--- src/rtl/trigger_sequencer_if.sv ---
`default_nettype none
// ============================================================================
// Module   : trigger_sequencer_if
// Purpose  : Configuration write bus, sample input stream, sample output
//            stream and status signals of the trigger sequencer.
// Revision : 1.0 - initial release
// ============================================================================
interface trigger_sequencer_if #(
  parameter int BAW = 8,
  parameter int BDW = 32,
  parameter int SDW = 32,
  parameter int TLN = 4
);
  localparam int LLW = $clog2(TLN);

  // configuration write bus
  logic           bus_wvalid;
  logic [BAW-1:0] bus_waddr;
  logic [BDW-1:0] bus_wdata;
  logic           bus_wready;

  // sample input stream
  logic           sti_tvalid;
  logic [SDW-1:0] sti_tdata;
  logic           sti_tready;

  // sample output stream
  logic           sto_tvalid;
  logic [SDW-1:0] sto_tdata;
  logic           sto_ttrig;
  logic           sto_tready;

  // status
  logic [1:0]     sts_state;
  logic [LLW-1:0] sts_level;

  modport master (
    output bus_wvalid, bus_waddr, bus_wdata,
    input  bus_wready,
    output sti_tvalid, sti_tdata,
    input  sti_tready,
    output sto_tready,
    input  sto_tvalid, sto_tdata, sto_ttrig,
    input  sts_state, sts_level
  );

  modport slave (
    input  bus_wvalid, bus_waddr, bus_wdata,
    output bus_wready,
    input  sti_tvalid, sti_tdata,
    output sti_tready,
    input  sto_tready,
    output sto_tvalid, sto_tdata, sto_ttrig,
    output sts_state, sts_level
  );
endinterface
`default_nettype wire

--- src/rtl/trigger_sequencer.sv ---
`default_nettype none
// ============================================================================
// Module   : trigger_sequencer
// Purpose  : Multi-level pattern trigger on a sample stream. Matchers compare
//            masked sample bits, levels combine matchers (AND/OR) and count
//            occurrences; the last level fires, tags the sample and runs an
//            optional post-trigger count.
// Revision : 1.0 - initial release
// ============================================================================
module trigger_sequencer #(
  parameter int BAW = 8,
  parameter int BDW = 32,
  parameter int SDW = 32,
  parameter int TMN = 4,
  parameter int TLN = 4,
  parameter int TCW = 16
) (
  input  wire logic          clk,
  input  wire logic          rst,
  trigger_sequencer_if.slave bus
);
  localparam int LLW = $clog2(TLN);
  localparam logic [BAW-1:0] c_ADDR_CTRL  = '0;
  localparam logic [BAW-1:0] c_ADDR_POST  = BAW'(1);
  localparam int             c_MATCH_BASE = 16;
  localparam int             c_LEVEL_BASE = 32;

  typedef enum logic [1:0] {
    ST_IDLE  = 2'b00,
    ST_ARMED = 2'b01,
    ST_POST  = 2'b10,
    ST_DONE  = 2'b11
  } state_t;

  state_t         r_state, w_state_nxt;
  logic [LLW-1:0] r_lvl, w_lvl_nxt;
  logic [TCW-1:0] r_cnt, w_cnt_nxt;
  logic [TCW-1:0] r_postcnt, w_post_nxt;
  logic           w_fire;

  // configuration registers
  logic [SDW-1:0] r_mask  [TMN];
  logic [SDW-1:0] r_value [TMN];
  logic [TMN-1:0] r_lsel  [TLN];
  logic [TCW-1:0] r_ltgt  [TLN];
  logic [TLN-1:0] r_lmode;
  logic [TLN-1:0] r_llast;
  logic [TCW-1:0] r_post_cfg;

  // output stream register
  logic           r_sto_tvalid;
  logic [SDW-1:0] r_sto_tdata;
  logic           r_sto_ttrig;

  logic           w_ctrl_wr, w_arm, w_abort, w_cfg_wr, w_xfer, w_sti_tready;
  logic [TMN-1:0] w_mhit, w_sel;
  logic           w_hit_and, w_hit_or, w_lvl_hit;
  logic [TCW:0]   w_cnt_inc;
  logic [TCW-1:0] w_tgt_eff;
  logic           w_unused;

  assign w_ctrl_wr    = bus.bus_wvalid && (bus.bus_waddr == c_ADDR_CTRL);
  assign w_arm        = w_ctrl_wr && bus.bus_wdata[0];
  assign w_abort      = w_ctrl_wr && bus.bus_wdata[1];
  // configuration is frozen while a sequence is running
  assign w_cfg_wr     = bus.bus_wvalid && ((r_state == ST_IDLE) || (r_state == ST_DONE));
  assign w_sti_tready = bus.sto_tready || !r_sto_tvalid;
  assign w_xfer       = bus.sti_tvalid && w_sti_tready;
  assign w_unused     = ^bus.bus_wdata;

  // matchers evaluate the incoming sample combinationally
  for (genvar m = 0; m < TMN; m++) begin : g_match
    assign w_mhit[m] = ((bus.sti_tdata ^ r_value[m]) & r_mask[m]) == '0;
  end

  // AND of an empty selection is true, OR of an empty selection is false
  assign w_sel     = r_lsel[r_lvl];
  assign w_hit_and = &(~w_sel | w_mhit);
  assign w_hit_or  = |(w_sel & w_mhit);
  assign w_lvl_hit = r_lmode[r_lvl] ? w_hit_or : w_hit_and;

  assign w_cnt_inc = {1'b0, r_cnt} + 1'b1;
  assign w_tgt_eff = (r_ltgt[r_lvl] == '0) ? TCW'(1) : r_ltgt[r_lvl];

  // configuration register writes by address decode
  always_ff @(posedge clk or posedge rst) begin
    if (rst) begin
      r_post_cfg <= '0;
      r_lmode    <= '0;
      r_llast    <= '0;
      for (int m = 0; m < TMN; m++) begin
        r_mask[m]  <= '0;
        r_value[m] <= '0;
      end
      for (int l = 0; l < TLN; l++) begin
        r_lsel[l] <= '0;
        r_ltgt[l] <= '0;
      end
    end else if (w_cfg_wr) begin
      if (bus.bus_waddr == c_ADDR_POST) r_post_cfg <= bus.bus_wdata[TCW-1:0];
      for (int m = 0; m < TMN; m++) begin
        if (bus.bus_waddr == BAW'(c_MATCH_BASE + 2*m))     r_mask[m]  <= bus.bus_wdata[SDW-1:0];
        if (bus.bus_waddr == BAW'(c_MATCH_BASE + 2*m + 1)) r_value[m] <= bus.bus_wdata[SDW-1:0];
      end
      for (int l = 0; l < TLN; l++) begin
        if (bus.bus_waddr == BAW'(c_LEVEL_BASE + 2*l)) begin
          r_lsel[l]  <= bus.bus_wdata[TMN-1:0];
          r_lmode[l] <= bus.bus_wdata[8];
          r_llast[l] <= bus.bus_wdata[9];
        end
        if (bus.bus_waddr == BAW'(c_LEVEL_BASE + 2*l + 1)) r_ltgt[l] <= bus.bus_wdata[TCW-1:0];
      end
    end
  end

  // sequencer state, level and counters
  always_ff @(posedge clk or posedge rst) begin
    if (rst) begin
      r_state   <= ST_IDLE;
      r_lvl     <= '0;
      r_cnt     <= '0;
      r_postcnt <= '0;
    end else begin
      r_state   <= w_state_nxt;
      r_lvl     <= w_lvl_nxt;
      r_cnt     <= w_cnt_nxt;
      r_postcnt <= w_post_nxt;
    end
  end

  // next state: abort beats arm, arm beats sample evaluation
  always_comb begin
    w_state_nxt = r_state;
    w_lvl_nxt   = r_lvl;
    w_cnt_nxt   = r_cnt;
    w_post_nxt  = r_postcnt;
    w_fire      = 1'b0;
    if (w_abort) begin
      w_state_nxt = ST_IDLE;
      w_lvl_nxt   = '0;
      w_cnt_nxt   = '0;
      w_post_nxt  = '0;
    end else if (w_arm) begin
      w_state_nxt = ST_ARMED;
      w_lvl_nxt   = '0;
      w_cnt_nxt   = '0;
      w_post_nxt  = '0;
    end else if (w_xfer) begin
      case (r_state)
        ST_ARMED: begin
          if (w_lvl_hit) begin
            if (w_cnt_inc >= {1'b0, w_tgt_eff}) begin
              w_cnt_nxt = '0;
              if (r_llast[r_lvl] || (r_lvl == LLW'(TLN-1))) begin
                w_fire = 1'b1;
                if (r_post_cfg == '0) begin
                  w_state_nxt = ST_DONE;
                end else begin
                  w_state_nxt = ST_POST;
                  w_post_nxt  = r_post_cfg;
                end
              end else begin
                w_lvl_nxt = r_lvl + 1'b1;
              end
            end else begin
              w_cnt_nxt = w_cnt_inc[TCW-1:0];
            end
          end
        end
        ST_POST: begin
          w_post_nxt = r_postcnt - 1'b1;
          if (r_postcnt <= TCW'(1)) w_state_nxt = ST_DONE;
        end
        default: ;
      endcase
    end
  end

  // single-stage output register; samples pass through in every state
  always_ff @(posedge clk or posedge rst) begin
    if (rst) begin
      r_sto_tvalid <= 1'b0;
      r_sto_tdata  <= '0;
      r_sto_ttrig  <= 1'b0;
    end else if (w_xfer) begin
      r_sto_tvalid <= 1'b1;
      r_sto_tdata  <= bus.sti_tdata;
      r_sto_ttrig  <= w_fire;
    end else if (bus.sto_tready) begin
      r_sto_tvalid <= 1'b0;
      r_sto_ttrig  <= 1'b0;
    end
  end

  assign bus.bus_wready = 1'b1;
  assign bus.sti_tready = w_sti_tready;
  assign bus.sto_tvalid = r_sto_tvalid;
  assign bus.sto_tdata  = r_sto_tdata;
  assign bus.sto_ttrig  = r_sto_ttrig;
  assign bus.sts_state  = r_state;
  assign bus.sts_level  = r_lvl;
endmodule
`default_nettype wire

--- src/flat_wrapper.sv ---
// flat-port wrapper written by rule: the top's interface ports become plain ports
module trigger_sequencer_flat 
#(
  parameter int BAW = 8,
  parameter int BDW = 32,
  parameter int SDW = 32,
  parameter int TMN = 4,
  parameter int TLN = 4,
  parameter int TCW = 16
)
  (clk, rst, bus_bus_wvalid, bus_bus_waddr, bus_bus_wdata, bus_bus_wready, bus_sti_tvalid, bus_sti_tdata, bus_sti_tready, bus_sto_tready, bus_sto_tvalid, bus_sto_tdata, bus_sto_ttrig, bus_sts_state, bus_sts_level);
  trigger_sequencer_if #(.BAW(BAW), .BDW(BDW), .SDW(SDW), .TLN(TLN)) bus_i ();
  input  wire logic clk;
  input  wire logic rst;
  input wire logic [$bits(bus_i.bus_wvalid)-1:0] bus_bus_wvalid;
  input wire logic [$bits(bus_i.bus_waddr)-1:0] bus_bus_waddr;
  input wire logic [$bits(bus_i.bus_wdata)-1:0] bus_bus_wdata;
  output wire logic [$bits(bus_i.bus_wready)-1:0] bus_bus_wready;
  input wire logic [$bits(bus_i.sti_tvalid)-1:0] bus_sti_tvalid;
  input wire logic [$bits(bus_i.sti_tdata)-1:0] bus_sti_tdata;
  output wire logic [$bits(bus_i.sti_tready)-1:0] bus_sti_tready;
  input wire logic [$bits(bus_i.sto_tready)-1:0] bus_sto_tready;
  output wire logic [$bits(bus_i.sto_tvalid)-1:0] bus_sto_tvalid;
  output wire logic [$bits(bus_i.sto_tdata)-1:0] bus_sto_tdata;
  output wire logic [$bits(bus_i.sto_ttrig)-1:0] bus_sto_ttrig;
  output wire logic [$bits(bus_i.sts_state)-1:0] bus_sts_state;
  output wire logic [$bits(bus_i.sts_level)-1:0] bus_sts_level;
  assign bus_i.bus_wvalid = bus_bus_wvalid;
  assign bus_i.bus_waddr = bus_bus_waddr;
  assign bus_i.bus_wdata = bus_bus_wdata;
  assign bus_bus_wready = bus_i.bus_wready;
  assign bus_i.sti_tvalid = bus_sti_tvalid;
  assign bus_i.sti_tdata = bus_sti_tdata;
  assign bus_sti_tready = bus_i.sti_tready;
  assign bus_i.sto_tready = bus_sto_tready;
  assign bus_sto_tvalid = bus_i.sto_tvalid;
  assign bus_sto_tdata = bus_i.sto_tdata;
  assign bus_sto_ttrig = bus_i.sto_ttrig;
  assign bus_sts_state = bus_i.sts_state;
  assign bus_sts_level = bus_i.sts_level;
  trigger_sequencer #(.BAW(BAW), .BDW(BDW), .SDW(SDW), .TMN(TMN), .TLN(TLN), .TCW(TCW)) u_core (.clk(clk), .rst(rst), .bus(bus_i));
endmodule
--- config.mk ---
export PLATFORM = sky130hd
export DESIGN_NAME = trigger_sequencer_flat
export DESIGN_NICKNAME = d
export VERILOG_FILES = /design/src/rtl/trigger_sequencer_if.sv /design/src/rtl/trigger_sequencer.sv /design/src/flat_wrapper.sv
export SDC_FILE = /design/constraint.sdc
export NUM_CORES = 1
export LEC_CHECK = 0
export ABC_AREA = 1
export BUFFER_PORTS_ARGS = -buffer_cell sky130_fd_sc_hd__buf_4
export CAP_MARGIN = 40
export CORE_MARGIN = 3
export CORE_UTILIZATION = 53
export DETAILED_ROUTE_END_ITERATION = 16
export PLACE_DENSITY = 0.74
export REMOVE_ABC_BUFFERS = 1
export SYNTH_ARGS = -nofsm -noshare
export SYNTH_HDL_FRONTEND = slang
export SYNTH_SLANG_ARGS = --single-unit
export TNS_END_PERCENT = 1
--- constraint.sdc ---
create_clock -name clk -period 12.85 [get_ports clk]
set_input_delay 0.6425 -clock clk [delete_from_list [all_inputs] [get_ports clk]]
set_output_delay 0.6425 -clock clk [all_outputs]
set_load 0.02 [all_outputs]
* Yosys cells after proc, flatten, opt, wreduce, memory -nomap -nowiden
Index checks and enable logic that the tools add are counted.
Word-level totals: register bits 430, input bits 77, output and inout bits 40
Operators by class: add/subtract/negate cells 3, magnitude comparators 4, equal/unequal tests 27, mux-type cells 51, bitwise operators 12, reduce and logical (&&, ||, !) cells 46
Operator list (number):
- 16-bit 2-to-1 mux | 16
- 32-bit AND | 4
- 32-bit logical NOT | 4
- 32-bit XOR | 4
- 8-bit by 5-bit equality test with 1-bit output (second input constant) | 8
- 8-bit by 6-bit equality test with 1-bit output (second input constant) | 8
- 2-bit AND reduction | 17
- 16-bit binary-select mux with 2-bit select | 1
- 16-bit logical NOT | 2
- 16-bit one-hot mux with 2 select lines | 1
- 2-bit 2-to-1 mux | 14
- 16-bit by 1-bit adder with 17-bit output (second input constant) | 1
- 17-bit by 16-bit >= comparator with 1-bit output | 1
- 16-bit by 1-bit <= comparator with 1-bit output (second input constant) | 1
- 4-bit by 1-bit inequality test with 1-bit output (second input constant) | 4
- 16-bit by 1-bit subtractor with 16-bit output (second input constant) | 1
- 1-bit 2-to-1 mux | 13
- 6-bit AND reduction | 2
- 3-bit nonzero test | 4
- 4-bit binary-select mux with 2-bit select | 1
- 8-bit by 1-bit equality test with 1-bit output (second input constant) | 1
- 8-bit logical NOT | 1
- 4-bit 2-to-1 mux | 2
- 2-bit equality test (second input constant) | 3
- 22 further kinds | 29

* Depth between registers and ports, before layout
Gate-level depths: netlist of the first run.
depth in word-level cells 13, depth in mapped cells 24, depth with buffers taken out 23

* Worst setup path before layout of the first run
No wires, ideal clock.
path type reg-to-reg, from reg u_core.r_lvl[0] (netlist: u_core.bus.sts_level[0]), to reg u_core.r_postcnt[9], library setup time 0.117 ns, data arrival time 3.028 ns, slack 9.705 ns, cell stages (with the launch flop) 23, buffers on the path 4, period minus slack after synthesis 3.145 ns, cell sequence dfrtp_1 -> buf_2 -> buf_2 -> buf_1 -> nand2_1 -> a32o_1 -> ha_1 -> nand2_1 -> inv_1 -> nand3_1 -> nor3_1 -> o21ai_0 -> nand2_1 -> nand2_1 -> nand2_1 -> nand2_1 -> nand3b_2 -> nand2_4 -> nor2_8 -> nand3_4 -> buf_6 -> nand2_1 -> nand2_1
Between the ends: longest elaborated chain between the ends 10
Ends and longest elaborated chain:
- from (decl) | line trigger_sequencer.sv:36 | logic [LLW-1:0] r_lvl, w_lvl_nxt;
- from (signal assigned) | line trigger_sequencer.sv:125 | r_lvl <= w_lvl_nxt;
- branches (longest 9 deep; another with 17-bit by 16-bit >= comparator with 1-bit output)
- 6-bit AND reduction (no line) (*)
- to (signal assigned) | line trigger_sequencer.sv:127 | r_postcnt <= w_post_nxt;
- to (decl) | line trigger_sequencer.sv:38 | logic [TCW-1:0] r_postcnt, w_post_nxt;
Mark *: on every way between the ends. The select of a mux whose other input is x is not followed. A chain may end at the register's enable or synchronous reset.

* Final worst setup path of the first run
from reg u_core.r_cnt[0], to reg u_core.r_postcnt[1]
Between the ends: longest elaborated chain between the ends 4
Ends and longest elaborated chain:
- from (decl) | line trigger_sequencer.sv:37 | logic [TCW-1:0] r_cnt, w_cnt_nxt;
- from (signal assigned) | line trigger_sequencer.sv:126 | r_cnt <= w_cnt_nxt;
- 16-bit by 1-bit adder with 17-bit output | line trigger_sequencer.sv:82 | assign w_cnt_inc = {1'b0, r_cnt} + 1'b1;
- 17-bit by 16-bit >= comparator with 1-bit output | line trigger_sequencer.sv:152 | if (w_cnt_inc >= {1'b0, w_tgt_eff}) begin
- 4-bit by 1-bit inequality test with 1-bit output (no line)
- 6-bit AND reduction (no line)
Every way passes these cells.

==> results of run 1 <==
[state kept, by name, summed over array words and instances (netlist names)]
signal and flops:
u_core.r_lsel 16, u_core.bus.sts_state 2, u_core.r_post_cfg 16, u_core.r_lmode 4, u_core.r_cnt 16, u_core.r_llast 4, u_core.bus.sts_level 2, u_core.r_ltgt 64
u_core.r_postcnt 16, u_core.bus.sto_tvalid 1, u_core.bus.sto_ttrig 1, u_core.r_value 128, u_core.r_mask 128, u_core.bus.sto_tdata 32
[power by group]
| part | internal (mW) | switching [mW] | total [mW] | leakage (nW) |
|---|---|---|---|---|
| combinational | 0.342 | 0.623 | 0.965 | 4.48 |
| sequential | 1.49 | 0.107 | 1.60 | 5.89 |
| clock | 0.746 | 0.523 | 1.27 | 0.703 |
[cells by family (layout without fill, tap and decap cells)]
logic type / Yosys count / in the layout / share of synthesized area (%)
simple gates: 1204 / 1204 / 25.1
compound gates: 517 / 517 / 13.4
flops: 430 / 430 / 53.4
buf+inv: 299 / 400 / 5.78
fa+ha+maj: 22 / 22 / 1.37
xor+xnor: 22 / 22 / 0.956
other cells: 1 / 2 / 0.0186
[path summary, 6_finish.rpt]
kind / startpoint / to
max: u_core.r_cnt[0] / u_core.r_postcnt[1]
min: rst / u_core.bus.sto_tvalid
max reg2reg: u_core.r_cnt[0] / u_core.r_postcnt[1]
min reg2reg: u_core.r_llast[0] / u_core.r_llast[0]
max in group asynchronous: rst / u_core.r_value[74]
min in group clk: bus_sto_tready / u_core.bus.sto_ttrig
[metal layers]
metal  wire length [um]  share of wire (%)  global-route usage [%]
met1              23300                 45                    37.3
met2              23800                 46                    41.1
met5                  0                  0                       0
met4               1450                2.8                    8.16
met3               3410                6.6                    3.79
[layout make-up]
type / instances / area share (%)
clock inverters: 11 / 0.511
clock buffers: 66 / 5.72
diodes: 1 / 0.0109
inverters: 182 / 3.00
multi-input cells: 1766 / 35.9
well taps: 504 / 2.74
flip-flops and latches: 430 / 46.8
repair buffers: 141 / 5.39
[cell usage in the layout, fill, tap and decap left out, types with 5 or more instances in the layout]
master,n
clkinv_2,5
a31oi_1,5
inv_2,5
nand3_1,144
inv_1,175
a32o_1,16
nor2_1,86
nand4_1,26
ha_1,22
nand2_1,845
a21oi_1,38
o21ai_0,436
o21ai_1,10
o22ai_1,5
clkbuf_16,45
nor3_1,18
dfrtp_1,430
nand2_2,9
buf_16,8
buf_4,130
nor4_1,8
clkbuf_8,11
xor2_1,19
clkbuf_1,10
or2_1,48
[through the flow]
step	power, mW	cells	hold slack, ns	setup WS, ns
3_5_place_dp	2.58	3023	0.467	9.17
6_report	3.83	3101	0.0406	9.08
2_1_floorplan	2.27	2378	0.442	0.233
5_1_grt	4.06	3101	0.0426	8.67
4_1_cts	3.85	3100	0.0334	9.15
3_3_place_gp	2.53	3012	0.461	9.05
==> flow_metrics.py, run 1 <==
metrics = {
    "clock_tree": {
        "clock_sinks": 430,
        "cts_tree": "yes",
        "cts_post_setup_buffers_inserted": 0,
        "worstSkewPairLatency_ns": 0.56,
        "cts_buffers": 44,
        "root_buffer": "clkbuf_16",
        "cts_max_level": 2,
        "ctsResizeCount": 0,
        "clockBufferDepth": 3,
        "path_clk_slew_ns": 0.06,
        "cts_hold_buf": 0,
    },
    "synth": {
        "synth_common_cells": "nand2_1 (852), o21ai_0 (436), dfrtp_1 (430)",
        "yosys_warnings": 0,
        "postSynthCellCount": 2495,
        "synth_cell_types": 45,
        "avgSynthCellArea_um2": 8.07,
        "synth_top_area_share_pct": 53.4,
        "ys_seq_area_share_pct": 53.4,
        "ys_seq_elements": 430,
        "syn_area_um2": 20100,
        "ys.flop_type": "dfrtp_1",
        "synth_edf_count": 0,
        "synth_top_cell_by_area": "dfrtp_1",
        "yosysMostFrequentCell": "nand2_1",
        "yosys-top-cells-area": "dfrtp_1 (53%), nand2_1 (16%), o21ai_0 (11%)",
        "async_flop_share_pct": 100,
    },
    "sta": {
        "max_freq_mhz": 265,
        "fin_skew_ns": 0.0120,
        "min_period_ns": 3.77,
        "finalCritPeriodShare_pct": 29.3,
        "finalSetupViolCount": 0,
        "final.setup.tns_ns": 0,
        "slew_headroom_pct": 41.1,
        "slew_viol_final": 0,
        "hold_viol": 0,
        "grt_setup_unrepaired": "false",
        "worstMarginPinSlew_ns": 0.883,
    },
    "worst_setup_path": {
        "critPathKind": "register to register",
        "crit_top_cell": "nand2_1",
        "slowest_stage": "dfrtp_1",
        "crit_path_end_kind": "register",
        "critical-path-max-stage-delay_ns": 0.41,
        "cp-start-kind": "register",
        "cp_top_family": "simple AND/OR/NAND/NOR gates",
        "worstPathCellList": "inv_1 -> nor3_1 -> nand3_1 -> nor2_1 -> nand2_1 -> nor2_1 -> nand2_1 -> xor2_1 -> inv_1 -> ha_1 -> nand2_1 -> nor3_1 -> o21ai_0 -> nand2_1 -> nand2_1 -> nand2_1 -> nand2_1 -> nand3b_2 -> nand2_4 -> nor2_8 -> nand3_4 -> nand2_1 -> nand2_1",
        "worst-path-buf-inv": 2,
        "rrSetupSlack_ns": 9.08,
        "cp.depth": 23,
        "cp_max_fo": 17,
        "cp_data_arrival_time_ns": 4.21,
        "reg2reg_depth": 23,
        "cp_data_required_time_ns": 13.29,
    },
    "global_route": {
        "grt_pass1_wl_um": 85700,
        "antenna_found_initial": 1,
        "grt-ovfl-total": 0,
        "grt_start_max_net_pins": 97,
        "first_global_vias": 16400,
        "grt_use_total_pct": 25.9,
    },
    "drt": {
        "via_count": 17100,
        "drc": 0,
        "wire_per_inst_um": 16.7,
        "first_iter_violations": 1463,
        "wl_um": 51900,
        "ant_nets": 0,
        "first_pass_iters": 6,
        "vias_per_cell": 5.51,
    },
    "place": {
        "dpl.hpwl_um": 34700,
        "place_area_um2": 21600,
        "port_buffers": 115,
        "place_congestion": 0.870,
    },
    "die": {
        "die_x_um": 201,
        "dieArea_um2": 40400,
        "start_util_pct": 54.4,
        "core_um2": 37000,
        "die_h_um": 201,
        "rows": 70,
        "ioPinCount": 117,
    },
    "layout": {
        "finalCoreUtilization_pct": 62.1,
        "multi_input_area_um2": 8250,
        "areaGrowthSynthToFinish_pct": 14.2,
        "nFillCells": 3180,
        "num-nets-final": 2664,
        "drive_above_1_share_pct": 9.24,
        "seq_area_um2": 10800,
        "finalInstanceArea_um2": 23000,
    },
    "power_and_ir_drop": {
        "ir_drop_uv": 95.5,
        "leakage_nw": 11.1,
        "powerDensity_nw_per_um2": 167,
    },
    "hold_path": {
        "worstHoldPathType": "input pin to asynchronous set/reset pin",
    },
    "flow_run": {
        "cap_violations": 0,
    },
    "run_status": {
        "status": "finished clean",
    },
}
(Power assumes the default switching activity.)
==> run 2, diff against run 1 <==
--- a/config.mk
+++ b/config.mk
@@ -5,7 +5,7 @@
 export SDC_FILE = /design/constraint.sdc
 export NUM_CORES = 1
 export LEC_CHECK = 0
-export ABC_AREA = 1
+export ABC_AREA = 0
 export BUFFER_PORTS_ARGS = -buffer_cell sky130_fd_sc_hd__buf_4
 export CAP_MARGIN = 40
 export CORE_MARGIN = 3
==> constraint.sdc (replaced) <==
create_clock -name clk -period 3.2 [get_ports clk]
set_input_delay 0.16 -clock clk [delete_from_list [all_inputs] [get_ports clk]]
set_output_delay 0.16 -clock clk [all_outputs]
set_load 0.02 [all_outputs]
==> flow_metrics.py, run 2 <==
metrics = {
    "run_status": {
        "status": "finished, violations left",
        "violations": "negative setup slack",
    },
    "synth": {
        "synth_top_area_share_pct": 53.5,
        "postSynthCellCount": 1533,
        "ys.flop_type": "dfrtp_1",
        "synth_common_cells": "dfrtp_1 (430), mux2_2 (392), xor2_1 (135)",
        "synth_top_cell_by_area": "dfrtp_1",
        "yosys_warnings": 0,
        "ys_seq_elements": 430,
        "yosysMostFrequentCell": "dfrtp_1",
        "synth_cell_types": 60,
        "syn_area_um2": 20100,
        "ys_seq_area_share_pct": 53.5,
        "avgSynthCellArea_um2": 13.1,
        "synth_edf_count": 0,
        "async_flop_share_pct": 100,
        "yosys-top-cells-area": "dfrtp_1 (53%), mux2_2 (22%), xor2_1 (5.9%)",
    },
    "worst_setup_path": {
        "cp_data_required_time_ns": 3.64,
        "cp_max_fo": 8,
        "crit_path_end_kind": "register",
        "critPathKind": "register to register",
        "cp_data_arrival_time_ns": 4.01,
        "cp-start-kind": "register",
    },
    "drt": {
        "wl_um": 51700,
        "first_pass_iters": 7,
        "wire_per_inst_um": 22.4,
        "drc": 0,
        "ant_nets": 0,
        "vias_per_cell": 5.81,
        "first_iter_violations": 809,
        "via_count": 13400,
    },
    "place": {
        "place_congestion": 0.879,
        "dp_cells": 2166,
        "dpl.hpwl_um": 34500,
        "port_buffers": 115,
    },
    "layout": {
        "top_regs": "u_core.r_mask x128, u_core.r_value x128, u_core.r_ltgt x64",
        "drive_above_1_share_pct": 44.0,
        "most-common-layout-cells": "dfrtp_1 (430), mux2_2 (392), buf_4 (231)",
        "num-nets-final": 1869,
        "final_cell_count_no_fill": 2307,
        "num_antenna_cells": 0,
        "final_common_cell": "dfrtp_1",
        "areaGrowthSynthToFinish_pct": 22.9,
        "nFillCells": 2653,
    },
    "hold_path": {
        "worstHoldPathType": "input pin to register",
    },
    "die": {
        "die_h_um": 201,
        "start_util_pct": 54.3,
        "core_um2": 37000,
        "dieArea_um2": 40400,
        "ioPinCount": 117,
        "die_x_um": 201,
        "rows": 70,
    },
    "power_and_ir_drop": {
        "leakage_nw": 12.3,
        "p_total_mw": 15.8,
        "powerDensity_nw_per_um2": 637,
        "ir_drop_uv": 527,
    },
    "global_route": {
        "grt_start_max_net_pins": 107,
        "grt-ovfl-total": 0,
        "grt_use_total_pct": 25.7,
        "antenna_found_initial": 0,
        "first_global_vias": 14400,
        "grt_pass1_wl_um": 82300,
    },
    "sta": {
        "min_period_ns": 3.56,
        "hold_viol": 0,
        "slew_viol_final": 0,
        "fin_ws_ns": -0.362,
        "finalSetupViolCount": 36,
        "grt_setup_unrepaired": "true",
        "max_freq_mhz": 281,
        "slew_headroom_pct": 42.2,
        "worstMarginPinSlew_ns": 0.865,
        "fin_skew_ns": 0.0214,
        "finalCritPeriodShare_pct": 111,
    },
    "clock_tree": {
        "worstSkewPairLatency_ns": 0.56,
        "cts_tree": "yes",
        "cts_max_level": 2,
        "clock_sinks": 430,
        "cts_buffers": 45,
        "clockBufferDepth": 3,
        "root_buffer": "clkbuf_16",
        "path_clk_slew_ns": 0.06,
    },
    "flow_run": {
        "cap_violations": 0,
    },
}
[run 2: kinds of logic (layout without fill, tap and decap cells)]
group / count (synthesis) / count (layout) / share of synthesized area, %
DFF: 430 / 430 / 53.5
AOI/OAI and AO/OA: 160 / 160 / 5.79
and+or+nand+nor: 211 / 211 / 5.51
muxes: 423 / 423 / 24.8
adders and majority gates: 22 / 22 / 1.37
xor gates and xnor gates: 143 / 143 / 6.22
other: 1 / 1 / 0.0186
buffers and inverters: 143 / 413 / 2.80
[run 2: stage by stage]
step | setup TNS, ns | hold WS, ns | setup WS, ns | instance area (um2) | util (%)
finish | -8.86 | 0.0299 | -0.362 | 24700 | 66.8
CTS | -8.27 | 0.00624 | -0.388 | 24500 | 66.2
global placement | -15.05 | 0.379 | -0.518 | 22300 | 60.1
detailed placement | -17.37 | 0.0903 | -0.607 | 22300 | 60.2
global route | -15.15 | 0.0121 | -0.542 | 24700 | 66.8
floorplan | -3881.24 | 0.268 | -8.93 | 19700 | -
[run 2: path summary, 6_finish.rpt]
check / startpoint / endpoint / slack [ns] / depth (start not counted)
min in group asynchronous: rst / u_core.bus.sto_tdata[12] / 0.09 / 3
hold / removal: bus_sti_tdata[28] / u_core.bus.sto_tdata[28] / 0.03 / 3
max in group asynchronous: rst / u_core.r_mask[37] / 2.02 / 5
setup reg to reg: u_core.bus.sts_level[0] / u_core.r_postcnt[7] / -0.36 / 15
setup / recovery: u_core.bus.sts_level[0] / u_core.r_postcnt[7] / -0.36 / 15
hold reg to reg: u_core.r_ltgt[26] / u_core.r_ltgt[26] / 0.50 / 1
[run 2: what timing repair did]
action / in CTS / in global routing
gates resized for setup: 31 / 29
setup endpoints to repair: 37 / 37
cloned: 0 / 1
endpoints found under the hold margin: 391 / 0
hold buffers: 49 / 0
buffers inserted: 4 / 8
pin swaps: 23 / 24
[run 2: cell type report]
class	count	area (um2)	share of cell area, %
Sequential cell	430	10800	43.5
Multi-Input combinational cell	960	9070	36.6
Timing Repair Buffer	298	2570	10.4
Clock buffer	62	1300	5.26
Tap cell	504	631	2.55
Clock inverter	18	274	1.11
Inverter	35	139	0.561
[run 2: power breakdown]
group / internal (mW) / total, mW / leakage, nW / switching, mW
Clock: 3.34 / 5.50 / 0.781 / 2.16
Sequential: 5.91 / 6.25 / 5.86 / 0.338
Combinational: 1.91 / 4.01 / 5.67 / 2.10
Total: 11.2 / 15.8 / 12.3 / 4.60
[run 2: routing by layer]
metal | GRT usage (%) | share of wire (%)
met2 | 45.3 | 51
met3 | 3.05 | 3.3
met1 | 33.7 | 43
met4 | 6.98 | 2.7
met5 | 0 | 0
[run 2: worst max-delay path, stage by stage (launching register included)]
cell and delay, ns:
dfrtp_1 0.39, buf_12 0.17, buf_8 0.11, mux4_2 0.53
nor4_4 0.32, a31o_2 0.22, ha_4 0.19, and4_1 0.14
a22o_1 0.20, a211oi_2 0.23, and2_4 0.20, o21ai_4 0.06
o211ai_1 0.24, buf_4 0.23, nand4_1 0.11, o311ai_2 0.12
==> run 3, diff against run 2 <==
--- a/config.mk
+++ b/config.mk
@@ -6,12 +6,12 @@
 export NUM_CORES = 1
 export LEC_CHECK = 0
 export ABC_AREA = 0
-export BUFFER_PORTS_ARGS = -buffer_cell sky130_fd_sc_hd__buf_4
 export CAP_MARGIN = 40
 export CORE_MARGIN = 3
 export CORE_UTILIZATION = 53
 export DETAILED_ROUTE_END_ITERATION = 16
-export PLACE_DENSITY = 0.74
+export DONT_BUFFER_PORTS = 1
+export PLACE_DENSITY = 0.71
 export REMOVE_ABC_BUFFERS = 1
 export SYNTH_ARGS = -nofsm -noshare
 export SYNTH_HDL_FRONTEND = slang
==> flow_metrics.py, run 3 (same netlist as run 2, synthesis figures left out) <==
metrics = {
    "run_status": {
        "status": "finished, violations left",
        "violations": "negative setup slack",
    },
    "drt": {
        "via_count": 12900,
        "ant_nets": 0,
        "wire_per_inst_um": 23.3,
        "first_pass_iters": 4,
        "vias_per_cell": 5.91,
        "wl_um": 51000,
        "drc": 0,
        "first_iter_violations": 653,
    },
    "clock_tree": {
        "cts_buffers": 46,
        "cts_max_level": 2,
        "path_clk_slew_ns": 0.06,
        "clockBufferDepth": 3,
        "root_buffer": "clkbuf_16",
        "clock_sinks": 430,
        "worstSkewPairLatency_ns": 0.57,
        "cts_tree": "yes",
    },
    "layout": {
        "num-nets-final": 1745,
        "final_common_cell": "dfrtp_1",
        "drive_above_1_share_pct": 38.6,
        "areaGrowthSynthToFinish_pct": 18.2,
        "most-common-layout-cells": "dfrtp_1 (428), mux2_2 (392), xor2_1 (135)",
        "top_regs": "u_core.r_mask x128, u_core.r_value x128, u_core.r_ltgt x64",
    },
    "sta": {
        "max_freq_mhz": 288,
        "holdWs_ns": 0.0257,
        "slew_headroom_pct": 33.6,
        "worstMarginPinSlew_ns": 0.993,
        "finalSetupViolCount": 33,
        "slew_viol_final": 0,
        "hold_viol": 0,
        "grt_setup_unrepaired": "true",
        "final.setup.tns_ns": -4.83,
        "fin_ws_ns": -0.269,
        "min_period_ns": 3.47,
        "finalCritPeriodShare_pct": 108,
        "fin_skew_ns": 0.0190,
    },
    "die": {
        "ioPinCount": 117,
        "core_um2": 37000,
        "dieArea_um2": 40400,
        "start_util_pct": 54.3,
        "rows": 70,
        "die_h_um": 201,
        "die_x_um": 201,
    },
    "flow_run": {
        "cap_violations": 0,
    },
    "worst_setup_path": {
        "cp-start-kind": "register",
        "critPathKind": "register to register",
        "reg2reg_from": "u_core.r_cnt[0]",
        "cp_max_fo": 6,
        "reg2reg_depth": 18,
        "cp_data_required_time_ns": 3.65,
        "crit_path_start": "u_core.r_cnt[0]",
        "crit_path_end_kind": "register",
        "cp_data_arrival_time_ns": 3.92,
    },
    "global_route": {
        "first_global_vias": 13600,
        "antenna_found_initial": 4,
        "grt_use_total_pct": 25.4,
        "grt_start_max_net_pins": 104,
        "grt_pass1_wl_um": 80100,
        "grt-ovfl-total": 0,
    },
    "hold_path": {
        "min_from": "bus_sti_tvalid",
        "whs_path_depth": 2,
        "worstHoldPathType": "input pin to register",
    },
    "power_and_ir_drop": {
        "leakage_nw": 11.7,
        "powerDensity_nw_per_um2": 647,
        "ir_drop_uv": 460,
    },
    "place": {
        "port_buffers": 0,
        "place_congestion": 0.890,
        "place_ws_ns": -0.710,
        "dpl.hpwl_um": 33000,
    },
}
run 3: final timing paths:
| check | end | slack, ns |
|---|---|---|
| max | u_core.r_postcnt[13] | -0.27 |
| min | u_core.bus.sto_tdata[4] | 0.03 |
| max reg2reg | u_core.r_postcnt[13] | -0.27 |
| min reg2reg | u_core.r_ltgt[48] | 0.50 |
| max in group asynchronous | u_core.r_value[32] | 2.06 |
| min in group asynchronous | u_core.bus.sto_tdata[25] | 0.20 |
run 3: final cells by class:
class	count	area, um2
diodes	2	5.00
fillers	2794	13200
inverters	35	139
multi-input cells	960	9100
well taps	504	631
clock inverters	8	116
flip-flops and latches	430	10800
repair buffers	173	1660
clock buffers	73	1390
run 3: what timing repair did:
item,CTS,global route
gates cloned,1,0
pin swaps,25,11
endpoints found under the setup margin,37,37
gates resized for setup,45,23
hold buffers,68,0
hold endpoints to repair,489,0
buffers inserted,8,0
run 3: per-stage QoR:
| step | utilization [%] | instance area (um2) | instances | power [mW] |
|---|---|---|---|---|
| after floorplan | - | 19700 | 1425 | 8.29 |
| after global placement | 57.1 | 21200 | 2024 | 9.38 |
| after detailed placement | 57.1 | 21200 | 2024 | 9.46 |
| after CTS | 63.9 | 23700 | 2182 | 15.4 |
| after global routing | 64.2 | 23800 | 2184 | 16.1 |
| final | 64.2 | 23800 | 2185 | 15.4 |
run 3: routing by layer:
layer	GRT usage, %	wire (um)	part of all wire [%]
met1	34.8	22200	44
met2	42.2	24800	49
met3	3.71	2390	4.7
met4	7.95	1520	3.0
met5	0	27	0.053
run 3: report_power, final:
part / internal [mW] / total, mW / switching (mW)
logic: 1.83 / 3.77 / 1.93
registers: 5.91 / 6.35 / 0.445
clock network: 3.14 / 5.28 / 2.14
run 3: worst max-delay path: stages, from the launching register on:
cell and delay [ns]:
dfrtp_1 0.38, ha_1 0.18, nand3_1 0.10, or2_4 0.28
nor3_4 0.15, nand3_2 0.11, xnor2_1 0.15, ha_1 0.32
nand3_2 0.12, buf_4 0.16, nor3_1 0.16, a22o_1 0.20
a211oi_2 0.05, and2_4 0.18, o21ai_4 0.14, o211a_1 0.20
nor2_2 0.06, buf_6 0.16, o311ai_2 0.26
